**src/rtl/regfile_wb_arbiter_pkg.sv**
```systemverilog
// Shared types and constants for the register-file writeback arbiter.
package regfile_wb_arbiter_pkg;

    localparam int REG_ADDR_W = 5;
    localparam int REG_DATA_W = 64;
    localparam int NUM_REGS   = 32;

    // Writeback source identifiers; also the encoding of GrantSrc.
    typedef enum logic {
        SRC_ALU = 1'b0,
        SRC_MEM = 1'b1
    } wb_src_e;

    // One queued writeback: destination register and value.
    typedef struct packed {
        logic [REG_ADDR_W-1:0] Rd;
        logic [REG_DATA_W-1:0] Data;
    } wb_entry;

endpackage

```
**src/rtl/regfile_wb_arbiter_if.sv**
```systemverilog
// Bundle of the two writeback request channels and the register-file write port.
interface regfile_wb_arbiter_if
    import regfile_wb_arbiter_pkg::*;
#(
    parameter int ADDR_W = REG_ADDR_W,
    parameter int DATA_W = REG_DATA_W
);
    logic                     AluValid;
    logic                     AluReady;
    logic [ADDR_W-1:0]        AluRd;
    logic [DATA_W-1:0]        AluData;
    logic                     MemValid;
    logic                     MemReady;
    logic [ADDR_W-1:0]        MemRd;
    logic [DATA_W-1:0]        MemData;
    logic [ADDR_W-1:0]        RW;
    logic [DATA_W-1:0]        BusW;
    logic                     RegWr;
    logic [(1<<ADDR_W)-1:0]   Pending;
    logic                     GrantSrc;

    // Writeback producers / register-file side.
    modport master (
        output AluValid, AluRd, AluData, MemValid, MemRd, MemData,
        input  AluReady, MemReady, RW, BusW, RegWr, Pending, GrantSrc
    );

    // The arbiter itself.
    modport slave (
        input  AluValid, AluRd, AluData, MemValid, MemRd, MemData,
        output AluReady, MemReady, RW, BusW, RegWr, Pending, GrantSrc
    );
endinterface

```
**src/rtl/regfile_wb_arbiter_wb_fifo.sv**
```systemverilog
// Small synchronous FIFO holding pending writebacks for one source.
// Exposes the head entry and a per-slot valid/Rd view for hazard decode.
module wb_fifo #(
    parameter int DEPTH  = 2,
    parameter int DATA_W = 64,
    parameter int ADDR_W = 5
) (
    input  logic                         Clk,
    input  logic                         Rst_n,
    input  logic                         PushValid,
    output logic                         PushReady,
    input  logic [ADDR_W-1:0]            PushRd,
    input  logic [DATA_W-1:0]            PushData,
    input  logic                         Pop,
    output logic                         HeadValid,
    output logic [ADDR_W-1:0]            HeadRd,
    output logic [DATA_W-1:0]            HeadData,
    output logic [DEPTH-1:0]             EntryValid,
    output logic [DEPTH-1:0][ADDR_W-1:0] EntryRd
);
    localparam int PTR_W = $clog2(DEPTH);
    localparam logic [PTR_W-1:0] PTR_ONE  = PTR_W'(1);
    localparam logic [PTR_W:0]   CNT_ONE  = (PTR_W+1)'(1);
    localparam logic [PTR_W:0]   CNT_FULL = (PTR_W+1)'(DEPTH);

    logic [PTR_W-1:0]  rdPtrReg;
    logic [PTR_W-1:0]  wrPtrReg;
    logic [PTR_W:0]    countReg;
    logic [ADDR_W-1:0] rdMem   [DEPTH];
    logic [DATA_W-1:0] dataMem [DEPTH];
    logic              doPush;
    logic              doPop;

    // Ready looks only at the registered count, so a full FIFO refuses a
    // push even when the arbiter pops it in the same cycle.
    assign PushReady = (countReg != CNT_FULL);
    assign HeadValid = (countReg != '0);
    assign doPush    = PushValid && PushReady;
    assign doPop     = Pop && HeadValid;
    assign HeadRd    = rdMem[rdPtrReg];
    assign HeadData  = dataMem[rdPtrReg];

    // Pointer and occupancy bookkeeping; pointers wrap naturally (power-of-two depth).
    always_ff @(posedge Clk or negedge Rst_n) begin
        if (!Rst_n) begin
            rdPtrReg <= '0;
            wrPtrReg <= '0;
            countReg <= '0;
        end else begin
            if (doPush) wrPtrReg <= wrPtrReg + PTR_ONE;
            if (doPop)  rdPtrReg <= rdPtrReg + PTR_ONE;
            case ({doPush, doPop})
                2'b10:   countReg <= countReg + CNT_ONE;
                2'b01:   countReg <= countReg - CNT_ONE;
                default: countReg <= countReg;
            endcase
        end
    end

    // Entry storage; contents need no reset because occupancy gates every use.
    always_ff @(posedge Clk) begin
        if (doPush) begin
            rdMem[wrPtrReg]   <= PushRd;
            dataMem[wrPtrReg] <= PushData;
        end
    end

    // A slot is occupied when its distance from the read pointer is below the count.
    for (genvar gi = 0; gi < DEPTH; gi++) begin : gSlot
        logic [PTR_W-1:0] offs;
        assign offs           = PTR_W'(gi) - rdPtrReg;
        assign EntryValid[gi] = ({1'b0, offs} < countReg);
        assign EntryRd[gi]    = rdMem[gi];
    end

endmodule

```
**src/rtl/regfile_wb_arbiter.sv**
```systemverilog
// Round-robin arbiter sharing the register file's single write port between
// the ALU and load writeback queues, plus a pending-write scoreboard.
module regfile_wb_arbiter
    import regfile_wb_arbiter_pkg::*;
#(
    parameter int DEPTH  = 2,
    parameter int DATA_W = REG_DATA_W,
    parameter int ADDR_W = REG_ADDR_W
) (
    input  logic                 Clk,
    input  logic                 Rst_n,
    regfile_wb_arbiter_if.slave  bus
);
    localparam int REG_COUNT = 1 << ADDR_W;

    logic                         aluHeadValid, memHeadValid;
    logic [ADDR_W-1:0]            aluHeadRd, memHeadRd;
    logic [DATA_W-1:0]            aluHeadData, memHeadData;
    logic [DEPTH-1:0]             aluEntryValid, memEntryValid;
    logic [DEPTH-1:0][ADDR_W-1:0] aluEntryRd, memEntryRd;
    logic                         grantMem, aluPop, memPop;

    logic                         regWrReg;
    logic [ADDR_W-1:0]            rwReg;
    logic [DATA_W-1:0]            busWReg;
    wb_src_e                      grantSrcReg;
    wb_src_e                      lastGrantReg;
    logic [REG_COUNT-1:0]         pendingVec;

    wb_fifo #(.DEPTH(DEPTH), .DATA_W(DATA_W), .ADDR_W(ADDR_W)) aluFifo (
        .Clk        (Clk),
        .Rst_n      (Rst_n),
        .PushValid  (bus.AluValid),
        .PushReady  (bus.AluReady),
        .PushRd     (bus.AluRd),
        .PushData   (bus.AluData),
        .Pop        (aluPop),
        .HeadValid  (aluHeadValid),
        .HeadRd     (aluHeadRd),
        .HeadData   (aluHeadData),
        .EntryValid (aluEntryValid),
        .EntryRd    (aluEntryRd)
    );

    wb_fifo #(.DEPTH(DEPTH), .DATA_W(DATA_W), .ADDR_W(ADDR_W)) memFifo (
        .Clk        (Clk),
        .Rst_n      (Rst_n),
        .PushValid  (bus.MemValid),
        .PushReady  (bus.MemReady),
        .PushRd     (bus.MemRd),
        .PushData   (bus.MemData),
        .Pop        (memPop),
        .HeadValid  (memHeadValid),
        .HeadRd     (memHeadRd),
        .HeadData   (memHeadData),
        .EntryValid (memEntryValid),
        .EntryRd    (memEntryRd)
    );

    // MEM wins when it is the only requester, or when both request and ALU went last.
    assign grantMem = memHeadValid && (!aluHeadValid || (lastGrantReg == SRC_ALU));
    assign aluPop   = aluHeadValid && !grantMem;
    assign memPop   = grantMem;

    // Registered write port: RW/BusW hold through idle cycles so they stay
    // stable across the register file's negedge commit.
    always_ff @(posedge Clk or negedge Rst_n) begin
        if (!Rst_n) begin
            regWrReg     <= 1'b0;
            rwReg        <= '0;
            busWReg      <= '0;
            grantSrcReg  <= SRC_ALU;
            lastGrantReg <= SRC_MEM;
        end else if (aluPop || memPop) begin
            regWrReg     <= 1'b1;
            rwReg        <= grantMem ? memHeadRd   : aluHeadRd;
            busWReg      <= grantMem ? memHeadData : aluHeadData;
            grantSrcReg  <= grantMem ? SRC_MEM : SRC_ALU;
            lastGrantReg <= grantMem ? SRC_MEM : SRC_ALU;
        end else begin
            regWrReg     <= 1'b0;
        end
    end

    // Scoreboard: every queued destination plus the one being written now.
    always_comb begin
        pendingVec = '0;
        for (int i = 0; i < DEPTH; i++) begin
            if (aluEntryValid[i]) pendingVec[aluEntryRd[i]] = 1'b1;
            if (memEntryValid[i]) pendingVec[memEntryRd[i]] = 1'b1;
        end
        if (regWrReg) pendingVec[rwReg] = 1'b1;
    end

    assign bus.RegWr    = regWrReg;
    assign bus.RW       = rwReg;
    assign bus.BusW     = busWReg;
    assign bus.GrantSrc = grantSrcReg;
    assign bus.Pending  = pendingVec;

endmodule

```
**src/flat_wrapper.sv**
```systemverilog
// flat-port wrapper written by rule: the top's interface ports become plain ports
module regfile_wb_arbiter_flat import regfile_wb_arbiter_pkg::*;
#(
    parameter int DEPTH  = 2,
    parameter int DATA_W = REG_DATA_W,
    parameter int ADDR_W = REG_ADDR_W
)
  (Clk, Rst_n, bus_AluValid, bus_AluRd, bus_AluData, bus_MemValid, bus_MemRd, bus_MemData, bus_AluReady, bus_MemReady, bus_RW, bus_BusW, bus_RegWr, bus_Pending, bus_GrantSrc);
  regfile_wb_arbiter_if #(.ADDR_W(ADDR_W), .DATA_W(DATA_W)) bus_i ();
  input  logic Clk;
  input  logic Rst_n;
  input wire logic [$bits(bus_i.AluValid)-1:0] bus_AluValid;
  input wire logic [$bits(bus_i.AluRd)-1:0] bus_AluRd;
  input wire logic [$bits(bus_i.AluData)-1:0] bus_AluData;
  input wire logic [$bits(bus_i.MemValid)-1:0] bus_MemValid;
  input wire logic [$bits(bus_i.MemRd)-1:0] bus_MemRd;
  input wire logic [$bits(bus_i.MemData)-1:0] bus_MemData;
  output wire logic [$bits(bus_i.AluReady)-1:0] bus_AluReady;
  output wire logic [$bits(bus_i.MemReady)-1:0] bus_MemReady;
  output wire logic [$bits(bus_i.RW)-1:0] bus_RW;
  output wire logic [$bits(bus_i.BusW)-1:0] bus_BusW;
  output wire logic [$bits(bus_i.RegWr)-1:0] bus_RegWr;
  output wire logic [$bits(bus_i.Pending)-1:0] bus_Pending;
  output wire logic [$bits(bus_i.GrantSrc)-1:0] bus_GrantSrc;
  assign bus_i.AluValid = bus_AluValid;
  assign bus_i.AluRd = bus_AluRd;
  assign bus_i.AluData = bus_AluData;
  assign bus_i.MemValid = bus_MemValid;
  assign bus_i.MemRd = bus_MemRd;
  assign bus_i.MemData = bus_MemData;
  assign bus_AluReady = bus_i.AluReady;
  assign bus_MemReady = bus_i.MemReady;
  assign bus_RW = bus_i.RW;
  assign bus_BusW = bus_i.BusW;
  assign bus_RegWr = bus_i.RegWr;
  assign bus_Pending = bus_i.Pending;
  assign bus_GrantSrc = bus_i.GrantSrc;
  regfile_wb_arbiter #(.DEPTH(DEPTH), .DATA_W(DATA_W), .ADDR_W(ADDR_W)) u_core (.Clk(Clk), .Rst_n(Rst_n), .bus(bus_i));
endmodule
```
**config.mk**
```make
export PLATFORM = sky130hd
export DESIGN_NAME = regfile_wb_arbiter_flat
export DESIGN_NICKNAME = d
export VERILOG_FILES = /design/src/rtl/regfile_wb_arbiter_pkg.sv /design/src/rtl/regfile_wb_arbiter_if.sv /design/src/rtl/regfile_wb_arbiter_wb_fifo.sv /design/src/rtl/regfile_wb_arbiter.sv /design/src/flat_wrapper.sv
export SDC_FILE = /design/constraint.sdc
export NUM_CORES = 1
export LEC_CHECK = 0
export ABC_AREA = 0
export CAP_MARGIN = 30
export CORE_MARGIN = 3
export CORE_UTILIZATION = 37
export CTS_BUF_LIST = sky130_fd_sc_hd__clkbuf_16
export DETAILED_ROUTE_END_ITERATION = 7
export PLACE_DENSITY = 0.67
export SKIP_LAST_GASP = 1
export SLEW_MARGIN = 20
export SYNTH_ARGS = -nofsm -noshare
export SYNTH_HDL_FRONTEND = slang
export SYNTH_SLANG_ARGS = --single-unit
```
**constraint.sdc**
```tcl
create_clock -name Clk -period 9 [get_ports Clk]
set_input_delay 0.9 -clock Clk [delete_from_list [all_inputs] [get_ports Clk]]
set_output_delay 0.9 -clock Clk [all_outputs]
set_load 0.01 [all_outputs]
```
# Word-level counts from Yosys, hierarchy flattened
# Memory sizes are Yosys's and may differ from the RTL's.
# Index checks and enable logic that the tools add are counted.
[word_totals]
inputBits = 142
regBits = 80
output_inout_bits = 105
n_memories = 4
mem_bits_rw = 276
[op_classes]
n_reduce_logical = 19
eq_ne = 6
n_addsub = 12
n_lt_le_gt_ge = 14
mux = 25
bitwise_logic = 5
[mem_list]
columns = ["name", "words", "width", "rd", "rd_ports_with_merged_regs", "write_ports", "line_no", "rtl"]
rows = [
  ["u_core.aluFifo.dataMem", 2, 64, 1, 0, 1, "regfile_wb_arbiter_wb_fifo.sv:30", "logic [DATA_W-1:0] dataMem [DEPTH];"],
  ["u_core.memFifo.dataMem", 2, 64, 1, 0, 1, "regfile_wb_arbiter_wb_fifo.sv:30", ""],
  ["u_core.aluFifo.rdMem", 2, 5, 3, 0, 1, "regfile_wb_arbiter_wb_fifo.sv:29", "logic [ADDR_W-1:0] rdMem [DEPTH];"],
  ["u_core.memFifo.rdMem", 2, 5, 3, 0, 1, "regfile_wb_arbiter_wb_fifo.sv:29", ""],
]
[ops]
columns = ["cell", "count"]
rows = [
  ["$mux W32", 5],
  ["$or A32 B32 Y32", 4],
  ["$mux W64", 1],
  ["$lt A5 B6 Y1 const B", 5],
  ["$demux W1 S5", 5],
  ["$ge A5 B1 Y1 const B", 5],
  ["$logic_and A1 B1 Y1", 11],
  ["$mux W1", 11],
  ["$lt A1 B2 Y1", 4],
  ["$pmux W2 S2", 2],
  ["$reduce_bool A2 Y1", 4],
  ["$mux W5", 1],
  ["$add A1 B1 Y1 const B", 4],
  ["$add A2 B1 Y2 const B", 2],
  ["$eq A2 B1 Y1 const B", 2],
  ["$eq A2 B2 Y1 const B", 2],
  ["$ne A2 B2 Y1 const B", 2],
  ["$sub A1 B1 Y1 const A", 4],
  ["$sub A2 B1 Y2 const B", 2],
  ["$logic_not A1 Y1", 2],
  ["$logic_or A1 B1 Y1", 2],
  ["$not A1 Y1", 1],
]

# Depth between registers and ports, before layout
# Gate-level depths: netlist (run 1).
[depth]
depth_word = 13
mapped_depth = 10
mapped_depth_nobuf = 8

# Cells and area by module
# Synthesis (run 1) repeated with hierarchy kept, for this count alone.
[hier_totals]
hier_cells = 1092
hier_area_um2 = 16163.0
[modules_own_cells]
columns = ["mod", "n_inst", "cells_each", "seq_area_each_um2", "area_per_inst_um2"]
rows = [
  ["wb_fifo", 2, 235, 4244.1, 5232.5],
  ["regfile_wb_arbiter", 1, 622, 1803.0, 5698.0],
]

# Least setup slack after synthesis (run 1)
# No wires, ideal clock.
[synth_path]
kind = "in2reg"
startpoint = "in bus_AluValid"
endpoint = "mem u_core.aluFifo.dataMem[0][0] (enable)"
setup_ns = 0.496
setup_slack_ns = 4.624
arrival_ns = 3.879
path_stages = 2
path_cell_list = "nand2_1 nor2_1"
[synth_via]
elab_chain_len = 3
[synth_lines]
columns = ["element", "line_no", "rtl"]
rows = [
  ["start: declaration", "flat_wrapper.sv:12", "input wire logic [$bits(bus_i.AluValid)-1:0] bus_AluValid;"],
  ["$logic_and A1 B1 Y1", "regfile_wb_arbiter_wb_fifo.sv:38", "assign doPush = PushValid && PushReady;"],
  ["$mux W1", "regfile_wb_arbiter_wb_fifo.sv:62", "if (doPush) begin"],
  ["$mux W1 (not written as such)", "regfile_wb_arbiter_wb_fifo.sv:64", "dataMem[wrPtrReg] <= PushData;"],
  ["end: declaration", "regfile_wb_arbiter_wb_fifo.sv:30", ""],
]
# No other way between the ends.

# Worst setup path after layout (run 1)
[layout_path]
startpoint = "reg u_core.aluFifo.rdPtrReg"
endpoint = "out bus_Pending[12]"
[layout_via]
elab_chain_len = 11
[layout_lines]
columns = ["element", "line_no", "rtl"]
rows = [
  ["start: declaration", "regfile_wb_arbiter_wb_fifo.sv:26", "logic [PTR_W-1:0] rdPtrReg;"],
  ["start signal: assignment", "regfile_wb_arbiter_wb_fifo.sv:51", "if (doPop) rdPtrReg <= rdPtrReg + PTR_ONE;"],
  ["$sub A1 B1 Y1", "regfile_wb_arbiter_wb_fifo.sv:71", "assign offs = PTR_W'(gi) - rdPtrReg;"],
  ["$lt A1 B2 Y1", "regfile_wb_arbiter_wb_fifo.sv:72", "assign EntryValid[gi] = ({1'b0, offs} < countReg);"],
  ["$mux W32", "regfile_wb_arbiter.sv:89", "if (aluEntryValid[i]) pendingVec[aluEntryRd[i]] = 1'b1;"],
  ["$or A32 B32 Y32 (no source line)", "n/a", ""],
  ["$mux W32", "regfile_wb_arbiter.sv:90", "if (memEntryValid[i]) pendingVec[memEntryRd[i]] = 1'b1;"],
  ["$or A32 B32 Y32 (no source line)", "n/a", ""],
  ["$mux W32 *", "regfile_wb_arbiter.sv:89", ""],
  ["$or A32 B32 Y32 (no source line)", "n/a", ""],
  ["$mux W32 *", "regfile_wb_arbiter.sv:90", ""],
  ["$or A32 B32 Y32 (no source line)", "n/a", ""],
  ["$mux W32 *", "regfile_wb_arbiter.sv:92", "if (regWrReg) pendingVec[rwReg] = 1'b1;"],
  ["end: declaration", "flat_wrapper.sv:23", "output wire logic [$bits(bus_i.Pending)-1:0] bus_Pending;"],
]
# Every way passes the cells marked *; elsewhere a longest branch is shown, timed or not.

==> results of run 1 <==
[power by group through the flow]
stage	logic (W)	clock network, W	registers [W]
after floorplan	0.00142	0	0.00259
after detailed placement	0.00234	0	0.00271
after CTS	0.00234	0.00143	0.00268
after global placement	0.00227	0	0.00270
final	0.00230	0.00139	0.00268
after global routing	0.00247	0.00150	0.00274
[kinds of logic after synthesis]
family,Yosys count,share of synthesized area
simple gates,179,0.0645
compound gates,171,0.0930
buf+inv,65,0.0279
mux,149,0.103
flops,356,0.704
fa+ha+maj,2,0.00171
xor+xnor,10,0.00599
[synth_stat cells (5+ instances only)]
library cell / instances
a211o_1: 17
a221o_1: 5
a22o_1: 15
and3_1: 5
and3b_1: 7
buf_2: 14
buf_4: 13
buf_6: 13
clkbuf_1: 20
dfrtp_1: 79
edfxtp_1: 276
mux2_2: 11
mux2i_1: 138
nand2_1: 81
nand3_1: 13
nand3b_1: 11
nor2_1: 19
nor2b_1: 6
nor3_1: 5
nor3b_1: 11
o211ai_1: 5
o21ai_1: 16
o221ai_1: 63
o22ai_1: 25
or3_1: 8
xnor2_1: 8
[layer usage]
metal  up-vias  GRT usage  part of all wire
met5         -          0            0.0012
met2       332      0.303              0.47
met3        76     0.0483             0.072
met1      4602      0.249              0.43
li1       4159          -                 -
met4         8     0.0519             0.025
[area by class of cell]
| class | instances | area (µm²) | share of cell area |
|---|---|---|---|
| sequential | 356 | 10300 | 0.552 |
| multi-input combinational | 511 | 3960 | 0.212 |
| timing repair buffer | 261 | 2620 | 0.140 |
| clock buffer | 39 | 976 | 0.0523 |
| tap | 518 | 648 | 0.0348 |
| clock inverter | 29 | 129 | 0.00691 |
| inverter | 3 | 11.3 | 0.000604 |
| antenna | 2 | 5.00 | 0.000268 |
[worst max-delay path by stage]
stage,to,cells past startpoint
floorplan,u_core.aluFifo.dataMem[0][0],2
global placement,bus_Pending[12],5
detailed placement,bus_Pending[12],5
CTS,bus_Pending[12],5
global route,bus_Pending[12],5
finish,bus_Pending[12],5
[worst register-to-register path: cells and delay by family (launching register included)]
kind | cells | cell delay, ns
flip-flops | 1 | 0.62
AND/OR/NAND/NOR | 3 | 1.09
buffers and inverters | 1 | 0.78
[cells in the final DEF (no fill, tap or decap), types with 3 or more instances in the layout]
cell and n:
a211o_1 17, a21oi_1 3, a221o_1 5, a22o_1 15, a22oi_1 4, and3_1 3
and3_4 3, and3b_1 7, buf_4 13, clkbuf_16 39, clkdlybuf4s50_1 245, clkinv_1 10
clkinv_2 8, dfrtp_1 77, edfxtp_1 276, inv_1 12, mux2_2 11, mux2i_1 138
nand2_1 81, nand2b_1 3, nand3_1 13, nand3b_1 11, nor2_1 17, nor2b_1 6
nor3_1 5, nor3b_1 11, o211ai_1 5, o21ai_1 16, o221ai_1 63, o22a_1 4
o22ai_1 25, or3_1 8, or3b_2 4, xnor2_1 8
[metrics by stage]
step	total power [W]	hold slack (ns)	instances	worst slack [ns]
floorplan	0.00401	0.461	932	4.62
global placement	0.00497	0.461	1646	5.34
detailed placement	0.00505	0.468	1649	5.29
CTS	0.00646	0.267	1717	4.73
global route	0.00671	0.286	1718	4.54
finish	0.00637	0.292	1719	4.69
[state kept, by name, summed over array words and instances, names as in the netlist, 2 cells and up]
name / flops
u_core.aluFifo.countReg: 2
u_core.aluFifo.dataMem: 128
u_core.aluFifo.rdMem: 10
u_core.bus.BusW: 64
u_core.bus.RW: 5
u_core.memFifo.countReg: 2
u_core.memFifo.dataMem: 128
u_core.memFifo.rdMem: 10
==> impl_metrics.env, run 1 <==
export IMPL_status="completed"
export IMPL_antenna_found_initial=6
export IMPL_hold_viol=0
export IMPL_clock_sinks=356
export IMPL_critical_path_top_delay_family="flip-flops"
export IMPL_setup_viol=0
export IMPL_crit_chain="a21oi_1 > nor3_1 > a22oi_1 > o211ai_1 > clkdlybuf4s50_1"
export IMPL_max_cap_violations=0
export IMPL_synth_cell_types=49
export IMPL_min_path_type="in2async"
export IMPL_cts_setup_buffers=0
export IMPL_clkSlewWorstSetupHoldPaths_ns=0.06
export IMPL_power_density_mw_per_mm2=341
export IMPL_critPathArrivalTime_ns=3.41
export IMPL_clk_latency_ns=0.52
export IMPL_final_layout_size_suffix_gt1_frac=0.0826
export IMPL_area_growth_pct=27.5
export IMPL_cts_max_level=2
export IMPL_period_needed_ns=4.31
export IMPL_ys_top_cells_by_area="edfxtp_1, dfrtp_1, mux2i_1"
export IMPL_critPathKind="reg2out"
export IMPL_gp_congestion=0.864
export IMPL_rows=72
export IMPL_fmax_mhz=232
export IMPL_fill_cells=3290
export IMPL_tns_ns=0
export IMPL_timing_final_crit_share=0.479
export IMPL_drcViolationCount=0
export IMPL_die_h_um=205
export IMPL_fin_util=0.480
export IMPL_comb_power_share=0.361
export IMPL_p_seq_frac=0.421
export IMPL_drt_vias_per_instance=5.34
export IMPL_synth_nets=1076
export IMPL_synthFlopType="edfxtp_1"
export IMPL_p_clk_frac=0.218
export IMPL_cp_num_buf_inv=1
export IMPL_worstMarginPinSlew_ns=1.03
export IMPL_core_area_mm2=0.0388
export IMPL_startpoint_type="flip-flop"
export IMPL_rsz0062_at_grt="false"
export IMPL_io_pins=247
export IMPL_clockRootBuffer="clkbuf_16"
export IMPL_cpPeakStageDelay_ns=0.83
export IMPL_cts_buffers=37
export IMPL_synth_async_reset_ratio=0.225
export IMPL_wirelength_mm=40.1
export IMPL_grt_pass1_wl_mm=59.2
export IMPL_placed_area_mm2=0.0175
export IMPL_slew_limit_headroom=0.311
export IMPL_ir_drop_uv=228
export IMPL_grt_overflow=0
export IMPL_firstDrtPassIters=5
export IMPL_reg2reg_slack_ns=6.09
export IMPL_cts_path_max_buffers=3
export IMPL_swShare=0.348
export IMPL_internal_power_w=0.00415
export IMPL_cts_resized=0
export IMPL_ys_seq_area_frac=0.704
export IMPL_cts_tree="done"
export IMPL_avgSynthCellArea_um2=15.7
export IMPL_die_x_um=205
export IMPL_grt_max_degree=61
export IMPL_reg2reg_to="u_core.aluFifo.dataMem[0][25]"
export IMPL_p_switching_w=0.00221
export IMPL_postRouteAntennaNets=0
export IMPL_synth_edf_count=276
export IMPL_cts_hold_fix_buffers=0
export IMPL_cp_slowest_cell="dfrtp_4"
export IMPL_fin_skew_ns=0.0192
export IMPL_grt_total_usage=0.187
export IMPL_grt_pass1_vias=9525
export IMPL_netlist_area_mm2=0.0146
export IMPL_yosysWarnings=0
export IMPL_worstPathRequired_ns=8.10
export IMPL_end_kind="output port"
export IMPL_nNetsFinal=1314
export IMPL_vias=9177
export IMPL_netlist_area_leader_share=0.567
export IMPL_synth_largest_area_cell="edfxtp_1"
export IMPL_die_area_mm2=0.0419
export IMPL_timing_rr_start="u_core.aluFifo.countReg[0]"
export IMPL_numPortBuffers=246
export IMPL_start_util=0.377
export IMPL_dr_first_iter_drc_count=616
export IMPL_ys_seq_elements=356
export IMPL_cp_max_fo=31
export IMPL_p_leak_nw=6.81
export IMPL_post_dp_hpwl_mm=25.1
export IMPL_startpoint="u_core.aluFifo.rdPtrReg"
export IMPL_wl_per_cell_um=23.3
export IMPL_worstRegToRegCells=4
export IMPL_design_area_mm2=0.0186
export IMPL_maxSlewViolCount=0
export IMPL_postSynthCellCount=932
(Power assumes the default switching activity.)
==> run 2: changes to the inputs <==
PLACE_DENSITY = 0.69   (was 0.67)
clock period = 3.7 ns   (was 9 ns; I/O delays follow)
==> run 2 against run 1 <==
Sequential share of layout area shrank 0.36 points. Core utilization rose by 0.32 points. First-iteration DRC count is 17% higher. Clock-buffer cell count decreased by 1. Design area grew 0.66%. Register-to-register slack worse by 4.8 ns. Highest routed layer unchanged. Critical path type unchanged. Combinational power rose to 2.6 times the previous value. Clock skew down 0.0037 ns. Die area is the same. Clock power is 150% higher. Global-route usage is 0.35 points lower.
==> impl_metrics.env, run 2 (synthesized netlist as in run 1, its figures left out) <==
export IMPL_dr_first_iter_drc_count=719
export IMPL_vias=9256
export IMPL_die_x_um=205
export IMPL_critPathKind="reg2out"
export IMPL_grt_pass1_wl_mm=58.6
export IMPL_nNetsFinal=1320
export IMPL_worstPathRequired_ns=3.33
export IMPL_startpoint="u_core.aluFifo.countReg[0]"
export IMPL_clkSlewWorstSetupHoldPaths_ns=0.06
export IMPL_cts_path_max_buffers=3
export IMPL_grt_total_usage=0.183
export IMPL_final_cell_mix="edfxtp_1, clkdlybuf4s50_1, mux2i_1"
export IMPL_worstMarginPinSlew_ns=0.972
export IMPL_diodes=0
export IMPL_grt_max_degree=60
export IMPL_clockRootBuffer="clkbuf_16"
export IMPL_clock_sinks=356
export IMPL_reg2reg_to="u_core.aluFifo.countReg[1]"
export IMPL_wl_per_cell_um=22.7
export IMPL_maxSlewViolCount=0
export IMPL_final_layout_size_suffix_gt1_frac=0.0839
export IMPL_fin_skew_ns=0.0155
export IMPL_rsz0062_at_grt="false"
export IMPL_postRouteAntennaNets=0
export IMPL_fmax_mhz=305
export IMPL_drt_vias_per_instance=5.38
export IMPL_critPathArrivalTime_ns=2.90
export IMPL_grt_overflow=0
export IMPL_period_needed_ns=3.27
export IMPL_reg2reg_slack_ns=1.29
export IMPL_die_area_mm2=0.0419
export IMPL_critPathCapture="bus_Pending[28]"
export IMPL_cts_buffers=37
export IMPL_gp_congestion=0.888
export IMPL_max_cap_violations=0
export IMPL_cts_tree="done"
export IMPL_design_area_mm2=0.0188
export IMPL_timing_final_crit_share=0.885
export IMPL_slew_limit_headroom=0.352
export IMPL_min_path_type="in2async"
export IMPL_start_util=0.377
export IMPL_final_common_cell="edfxtp_1"
export IMPL_cts_resized=0
export IMPL_power_density_mw_per_mm2=833
export IMPL_status="completed"
export IMPL_end_kind="output port"
export IMPL_io_pins=247
export IMPL_grt_pass1_vias=9492
export IMPL_cts_setup_buffers=0
export IMPL_wirelength_mm=39.2
export IMPL_setup_viol=0
export IMPL_core_area_mm2=0.0388
export IMPL_worstRegToRegCells=7
export IMPL_numPortBuffers=246
export IMPL_startpoint_type="flip-flop"
export IMPL_placed_area_mm2=0.0176
export IMPL_tns_ns=0
export IMPL_ir_drop_uv=498
export IMPL_rows=72
export IMPL_timing_rr_start="u_core.memFifo.countReg[1]"
export IMPL_antenna_found_initial=5
export IMPL_hold_viol=0
export IMPL_firstDrtPassIters=5
export IMPL_p_leak_nw=6.86
export IMPL_die_h_um=205
export IMPL_drcViolationCount=0
export IMPL_cp_max_fo=10
export IMPL_cts_max_level=2
export IMPL_clk_latency_ns=0.52
export IMPL_post_dp_hpwl_mm=25.1
export IMPL_area_growth_pct=28.4
## run 2: report_power, final
group	total (W)	internal, W	switching [W]
Clock	0.00341	0.00194	0.00147
Sequential	0.00636	0.00564	0.000719
Combinational	0.00587	0.00266	0.00321
Total	0.0156	0.0102	0.00539
## run 2: cell type report
| class | count | area (µm²) |
|---|---|---|
| clock buffers | 38 | 951 |
| flip-flops and latches | 356 | 10300 |
| repair buffers | 267 | 2730 |
| well taps | 518 | 648 |
| fillers | 3290 | 20100 |
| multi-input cells | 511 | 3960 |
| inverters | 3 | 11.3 |
| clock inverters | 29 | 173 |
## run 2: worst min path at each step
stage,slack (ns),from,endpoint,cells past startpoint
finish,0.41,Rst_n,u_core.bus.BusW[57],2
global placement,0.43,Rst_n,u_core.bus.BusW[27],1
global route,0.41,bus_MemData[35],u_core.memFifo.dataMem[0][35],1
CTS,0.41,Rst_n,u_core.bus.BusW[27],2
detailed placement,0.42,Rst_n,u_core.bus.BusW[27],1
floorplan,0.07,Rst_n,u_core.aluFifo.countReg[0],0
## run 2: per-stage QoR
| stage | instances | setup WS [ns] | util | hold WS [ns] | power (W) |
|---|---|---|---|---|---|
| after floorplan | 932 | 0.645 | - | 0.0744 | 0.00973 |
| after global placement | 1653 | 0.990 | 0.454 | 0.429 | 0.0122 |
| after detailed placement | 1653 | 0.962 | 0.454 | 0.424 | 0.0123 |
| after CTS | 1721 | 0.418 | 0.483 | 0.409 | 0.0157 |
| after global routing | 1722 | 0.332 | 0.483 | 0.413 | 0.0165 |
| final | 1722 | 0.426 | 0.483 | 0.409 | 0.0156 |
## run 2: repair_timing
item / in CTS / in global routing
endpoints found under the setup margin: 0 / 0
endpoints found under the hold margin: 35 / 0
hold buffers: 1 / 0
## run 2: critical path: stages, from the launching register on
cell	delay, ns
dfrtp_1	0.53
nor2b_4	0.22
o21ai_1	0.63
o22ai_1	0.15
or3_1	0.37
clkdlybuf4s50_1	0.49
## run 2: per-layer routing
| metal | GRT usage | wire [µm] | vias up |
|---|---|---|---|
| li1 | - | - | 4171 |
| met1 | 0.247 | 16600 | 4605 |
| met2 | 0.305 | 18800 | 402 |
| met3 | 0.0453 | 3120 | 68 |
| met4 | 0.0324 | 544 | 10 |
| met5 | 0 | 72 | - |
